--- src/rtl/jtopl_pkg.sv ---
// Shared constants and FSM encoding for the OPL timer control slice.
package jtopl_pkg;

  localparam logic [7:0] REG_TA   = 8'h02;
  localparam logic [7:0] REG_TB   = 8'h03;
  localparam logic [7:0] REG_TCTL = 8'h04;
  localparam logic [7:0] REG_CSM  = 8'h08;

  localparam int TCTL_RST = 7;
  localparam int TCTL_MA  = 6;
  localparam int TCTL_MB  = 5;
  localparam int TCTL_STB = 1;
  localparam int TCTL_STA = 0;
  localparam int CSM_EN   = 7;

  typedef enum logic {
    ST_IDLE = 1'b0,
    ST_BUSY = 1'b1
  } busy_state_t;

endpackage

--- src/rtl/jtopl_wr_busy.sv ---
// Write strobe edge detector plus the write-busy window sequencer.
module jtopl_wr_busy
  import jtopl_pkg::*;
#(
  parameter int ADDR_WAIT = 12,
  parameter int DATA_WAIT = 84
) (
  input  logic clk,
  input  logic rst,
  input  logic cen,
  input  logic wr_act,
  input  logic addr,
  output logic accept,
  output logic busy
);

  localparam int MAX_WAIT = (ADDR_WAIT > DATA_WAIT) ? ADDR_WAIT : DATA_WAIT;
  localparam int CNT_W    = $clog2(MAX_WAIT + 1);
  localparam logic [CNT_W-1:0] ADDR_CNT = CNT_W'(ADDR_WAIT);
  localparam logic [CNT_W-1:0] DATA_CNT = CNT_W'(DATA_WAIT);
  localparam logic [CNT_W-1:0] CNT_ONE  = CNT_W'(1);

  logic             r_wr_l;
  busy_state_t      r_state;
  logic [CNT_W-1:0] r_cnt;
  logic             w_strobe;

  assign w_strobe = wr_act & ~r_wr_l;
  assign accept   = w_strobe & (r_state == ST_IDLE) & ~rst;
  assign busy     = (r_state == ST_BUSY);

  // Previous write level; tracked through reset so a write held across reset is not a new strobe
  always_ff @(posedge clk) begin
    r_wr_l <= wr_act;
  end

  // Busy window: load the wait on an accepted strobe, then count cen ticks down to the last one
  always_ff @(posedge clk) begin
    if (rst) begin
      r_state <= ST_IDLE;
      r_cnt   <= '0;
    end else begin
      case (r_state)
        ST_IDLE: begin
          if (w_strobe) begin
            r_state <= ST_BUSY;
            r_cnt   <= addr ? DATA_CNT : ADDR_CNT;
          end
        end
        ST_BUSY: begin
          if (cen) begin
            if (r_cnt == CNT_ONE) begin
              r_state <= ST_IDLE;
            end
            r_cnt <= r_cnt - CNT_ONE;
          end
        end
        default: begin
          r_state <= ST_IDLE;
          r_cnt   <= '0;
        end
      endcase
    end
  end

endmodule

--- src/rtl/jtopl_timer_ctrl.sv ---
// CPU-side control for the OPL timer pair: register decode, busy window,
// status byte and CSM key-on generation.
module jtopl_timer_ctrl
  import jtopl_pkg::*;
#(
  parameter int ADDR_WAIT = 12,
  parameter int DATA_WAIT = 84
) (
  input  logic       clk,
  input  logic       rst,
  input  logic       cen,
  input  logic       cenop,
  input  logic       zero,
  input  logic       cs_n,
  input  logic       wr_n,
  input  logic       addr,
  input  logic [7:0] din,
  output logic [7:0] dout,
  output logic       busy,
  output logic [7:0] value_A,
  output logic [7:0] value_B,
  output logic       load_A,
  output logic       load_B,
  output logic       flagen_A,
  output logic       flagen_B,
  output logic       clr_flag_A,
  output logic       clr_flag_B,
  input  logic       flag_A,
  input  logic       flag_B,
  input  logic       overflow_A,
  input  logic       irq_n,
  output logic       csm_keyon
);

  logic       w_wr_act;
  logic       w_accept;
  logic [7:0] r_sel;
  logic [7:0] r_value_a;
  logic [7:0] r_value_b;
  logic       r_load_a;
  logic       r_load_b;
  logic       r_flagen_a;
  logic       r_flagen_b;
  logic       r_clr_a;
  logic       r_clr_b;
  logic       r_csm_en;
  logic       r_keyon;
  logic [7:0] r_dout;

  assign w_wr_act = ~cs_n & ~wr_n;

  jtopl_wr_busy #(
    .ADDR_WAIT(ADDR_WAIT),
    .DATA_WAIT(DATA_WAIT)
  ) u_wr_busy (
    .clk    (clk),
    .rst    (rst),
    .cen    (cen),
    .wr_act (w_wr_act),
    .addr   (addr),
    .accept (w_accept),
    .busy   (busy)
  );

  // Register file decode; a reset-flag write leaves load and mask untouched
  always_ff @(posedge clk) begin
    if (rst) begin
      r_sel      <= 8'h00;
      r_value_a  <= 8'h00;
      r_value_b  <= 8'h00;
      r_load_a   <= 1'b0;
      r_load_b   <= 1'b0;
      r_flagen_a <= 1'b1;
      r_flagen_b <= 1'b1;
      r_clr_a    <= 1'b0;
      r_clr_b    <= 1'b0;
      r_csm_en   <= 1'b0;
    end else begin
      r_clr_a <= 1'b0;
      r_clr_b <= 1'b0;
      if (w_accept) begin
        if (!addr) begin
          r_sel <= din;
        end else begin
          case (r_sel)
            REG_TA: r_value_a <= din;
            REG_TB: r_value_b <= din;
            REG_TCTL: begin
              if (din[TCTL_RST]) begin
                r_clr_a <= 1'b1;
                r_clr_b <= 1'b1;
              end else begin
                r_flagen_a <= ~din[TCTL_MA];
                r_flagen_b <= ~din[TCTL_MB];
                r_load_b   <= din[TCTL_STB];
                r_load_a   <= din[TCTL_STA];
              end
            end
            REG_CSM: r_csm_en <= din[CSM_EN];
            default: ;
          endcase
        end
      end
    end
  end

  // CSM key-on spans one sample period; a fresh overflow at the boundary re-arms it
  always_ff @(posedge clk) begin
    if (rst) begin
      r_keyon <= 1'b0;
    end else if (cenop && zero) begin
      r_keyon <= r_csm_en & r_load_a & overflow_A;
    end else if (!r_csm_en) begin
      r_keyon <= 1'b0;
    end
  end

  // Status byte
  always_ff @(posedge clk) begin
    if (rst) begin
      r_dout <= 8'h00;
    end else begin
      r_dout <= {~irq_n, flag_A, flag_B, 5'd0};
    end
  end

  assign dout       = r_dout;
  assign value_A    = r_value_a;
  assign value_B    = r_value_b;
  assign load_A     = r_load_a;
  assign load_B     = r_load_b;
  assign flagen_A   = r_flagen_a;
  assign flagen_B   = r_flagen_b;
  assign clr_flag_A = r_clr_a;
  assign clr_flag_B = r_clr_b;
  assign csm_keyon  = r_keyon;

endmodule

--- config.mk ---
export PLATFORM = sky130hd
export DESIGN_NAME = jtopl_timer_ctrl
export DESIGN_NICKNAME = d
export VERILOG_FILES = /design/src/rtl/jtopl_pkg.sv /design/src/rtl/jtopl_wr_busy.sv /design/src/rtl/jtopl_timer_ctrl.sv
export SDC_FILE = /design/constraint.sdc
export NUM_CORES = 1
export LEC_CHECK = 0
export ABC_AREA = 1
export CORE_MARGIN = 2
export CORE_UTILIZATION = 40
export CTS_CLUSTER_DIAMETER = 120
export DETAILED_ROUTE_END_ITERATION = 6
export PLACE_DENSITY = 0.7
export RECOVER_POWER = 50
export SYNTH_ARGS = -nofsm -noshare
export SYNTH_HDL_FRONTEND = slang
export SYNTH_SLANG_ARGS = --single-unit
--- constraint.sdc ---
create_clock -name clk -period 1.2 [get_ports clk]
set_clock_uncertainty 0.05 [all_clocks]
set_input_delay 0.36 -clock clk [delete_from_list [all_inputs] [get_ports clk]]
set_output_delay 0.36 -clock clk [all_outputs]
set_load 0.05 [all_outputs]
==> qor.yml <==
fin_crit_ps: 1400
power_mw: 3.07
hp-class: "in2reg"
dieArea_um2: 5540
yosys.area_share.simple: 0.273
powerDensity_nw_per_um2: 908
max_stage_delay_ps: 360
layout_setup_ws_ps: -199
setup_viol: 58
p_switching_uw: 886
ys_seq_area_frac: 0.434
die_y_um: 74.5
start_util: 0.418
grt_overflow: 0
combPwrFrac: 0.185
synth_compound_area_frac: 0.139
drive_gt1_frac: 0.465
synth_xor_area_frac: 0.00882
drv_cap: 0
crit_top_cell: "nand2_2"
startpoint_type: "register"
setup_tns_ps: -4690
rows: 25
violations: "negative setup slack"
postRouteAntennaNets: 0
reg2regPathDepth: 7
status: "complete, but fails checks"
wl_per_cell_um: 12.9
clock_path_buffers: 2
nNetsFinal: 367
synth_top_family_by_area: "simple AND/OR/NAND/NOR gates"
cts_tree: "yes"
area_delta_synth_final_pct: 70.3
timing.rr.start: "u_wr_busy.busy"
r2r-end: "value_B[2]"
synth_fa_ha_area_frac: 0.0126
grt.total_usage: 0.181
max_freq_mhz: 715
vias_per_cell: 4.77
htreeDepth: 2
drt_drc_violations_left: 0
ir_drop_mv: 0.528
clk_pin_slew_ps: 80
coreArea_um2: 4750
finalCritPeriodShare: 1.17
filler_cell_count: 353
io_pins: 52
final-hold-violation-count: 0
synth_area_leader_cell: "dfxtp_1"
grt_antenna_before_repair: 0
netlist.area_leader.share: 0.434
wirelength_um: 5310
drtIter0Drc: 80
worst_path_max_delay_cell: "dfxtp_4"
power_frac_seq: 0.489
dp_hpwl_um: 3310
yosys_warnings: 0
fin_area_um2: 3380
cts_buffers: 5
cts.sinks: 43
clock_latency_ps: 310
switching_share: 0.288
synthTopCellsByArea: "dfxtp_1 43%, inv_1 8.5%, nand2_1 8.5%"
synth-seq-cells: 43
critPathKind: "reg2reg"
die_w_um: 74.5
synthDistinctLibCells: 26
avgSynthCellArea_um2: 7.46
synth.area.mux_share: 0
firstDrtPassIters: 5
cp-end-kind: "register"
critPathLaunch: "u_wr_busy.busy"
required_ps: 1340
diodes: 0
finalMaxSlewViolations: 0
grt_pass1_wl_um: 7780
cp.arrival_ps: 1540
clkPwrFrac: 0.326
internal-power_mw: 2.19
grt_start_max_net_pins: 23
synth_area_um2: 1990
reg2reg_slack_ps: -200
power.leakage_nw: 1.43
critPathCapture: "value_B[2]"
grt_pass1_vias: 1730
port_buffers: 46
placed_cell_area_um2: 2900
synth_cells: 266
rsz0062_at_grt: "yes"
vias: 1970
path_cells: "nor2_4, nand3_4, nor3_4, nand2_2, buf_12, nand2_2, nand2_1"
path_max_fanout: 8
cts_root_buf: "clkbuf_8"
place.gp.congestion: 0.845
## worst max-delay path: cells and delay by family, from the launching register on
| kind | cells | cell delay (ps) |
|---|---|---|
| buffers and inverters | 1 | 170 |
| flip-flops | 1 | 360 |
| AND/OR/NAND/NOR | 6 | 720 |
## worst min-delay path by stage
stage / startpoint / cells past startpoint / slack, ps / end
2_1_floorplan: irq_n / 1 / 380 / dout[7]
3_3_place_gp: r_csm_en / 2 / 420 / csm_keyon
3_5_place_dp: r_csm_en / 2 / 420 / csm_keyon
4_1_cts: cs_n / 2 / 320 / u_wr_busy.r_wr_l
5_1_grt: cs_n / 2 / 320 / u_wr_busy.r_wr_l
6_report: cs_n / 2 / 330 / u_wr_busy.r_wr_l
## power groups by stage
stage	sequential (mW)	combinational [mW]	clock (mW)
after floorplan	1.56	0.239	0
after global placement	1.53	0.443	0
after detailed placement	1.53	0.450	0
after CTS	1.50	0.496	1.01
after global routing	1.51	0.616	1.09
final	1.50	0.569	1.00
## area by class of cell
| class | instances | area (um^2) | share of cell area |
|---|---|---|---|
| clock buffer | 6 | 82.6 | 0.0244 |
| clock inverter | 2 | 16.3 | 0.00481 |
| inverter | 45 | 175 | 0.0518 |
| multi-input combinational | 169 | 1030 | 0.306 |
| sequential | 43 | 905 | 0.267 |
| tap | 67 | 83.8 | 0.0248 |
| timing repair buffer | 81 | 1080 | 0.321 |
## cell usage after synthesis
cell      number
conb_1         1
o21ai_2       14
o21ai_0       12
nand4_1        5
buf_4          7
a21oi_1       14
ha_1           2
dfxtp_1       43
nand3_1       16
nor3_1         4
o211ai_1       1
nand3_4        1
nor2_1        35
and3_1         1
nand2_2        6
a311oi_1       1
clkbuf_1       3
inv_1         45
nor2_4         3
xor2_1         1
nand2_1       45
o22ai_1        1
xnor2_1        1
buf_6          2
buf_2          1
nor3_4         1
## repair_timing
| action | 4_1_cts | 5_1_grt |
|---|---|---|
| resized for setup | 49 | 51 |
| hold buffers | 0 | 0 |
| buffers inserted | 7 | 9 |
| pin swaps | 11 | 17 |
| hold endpoints to repair | 0 | 0 |
| gates cloned | 0 | 2 |
| setup endpoints to repair | 64 | 64 |
## placed cells by master, fill, tap and decap left out, types with 4 or more instances in the layout
cell and instances:
nor2_1 30, nand2_2 22, clkdlybuf4s50_1 14, clkbuf_8 6, inv_1 40, conb_1 5
nand2_1 25, nand4_1 5, nand3_1 15, dlygate4sd2_1 4, buf_4 20, dfxtp_2 26
nor3_4 4, o21ai_2 14, a21oi_1 13, o21ai_0 9, nor2_4 4, buf_6 11
nor2_2 4, buf_12 30, dfxtp_1 14
## metrics by stage
step                hold slack (ps)  setup WS, ps  utilization  instances
floorplan                       382          -163            -        270
global placement                424          -579        0.609        389
detailed placement              423          -614        0.609        389
CTS                             322          -148        0.659        403
global route                    322          -249        0.711        413
finish                          330          -199        0.711        413
## kinds of logic (layout without fill, tap and decap cells)
family                   Yosys count  after routing
AO/OA/AOI/OAI                     43             43
XOR/XNOR                           2              2
adder cells (fa/ha/maj)            2              2
buffers and inverters             58            134
flip-flops                        43             43
other                              1              5
AND/OR/NAND/NOR                  117            117
## layer usage
layer,GRT usage,share of wire,vias to the layer above
li1,-,-,982
met1,0.225,0.41,904
met2,0.315,0.51,68
met3,0.0434,0.047,16
met4,0.0496,0.026,0
met5,0,0,-
## state kept, by name, indices dropped and copies added, names as in the netlist, 3 cells and up
name / count
value_B: 8
r_sel: 8
u_wr_busy.r_cnt: 7
value_A: 8
dout: 3
(Power assumes the default switching activity.)
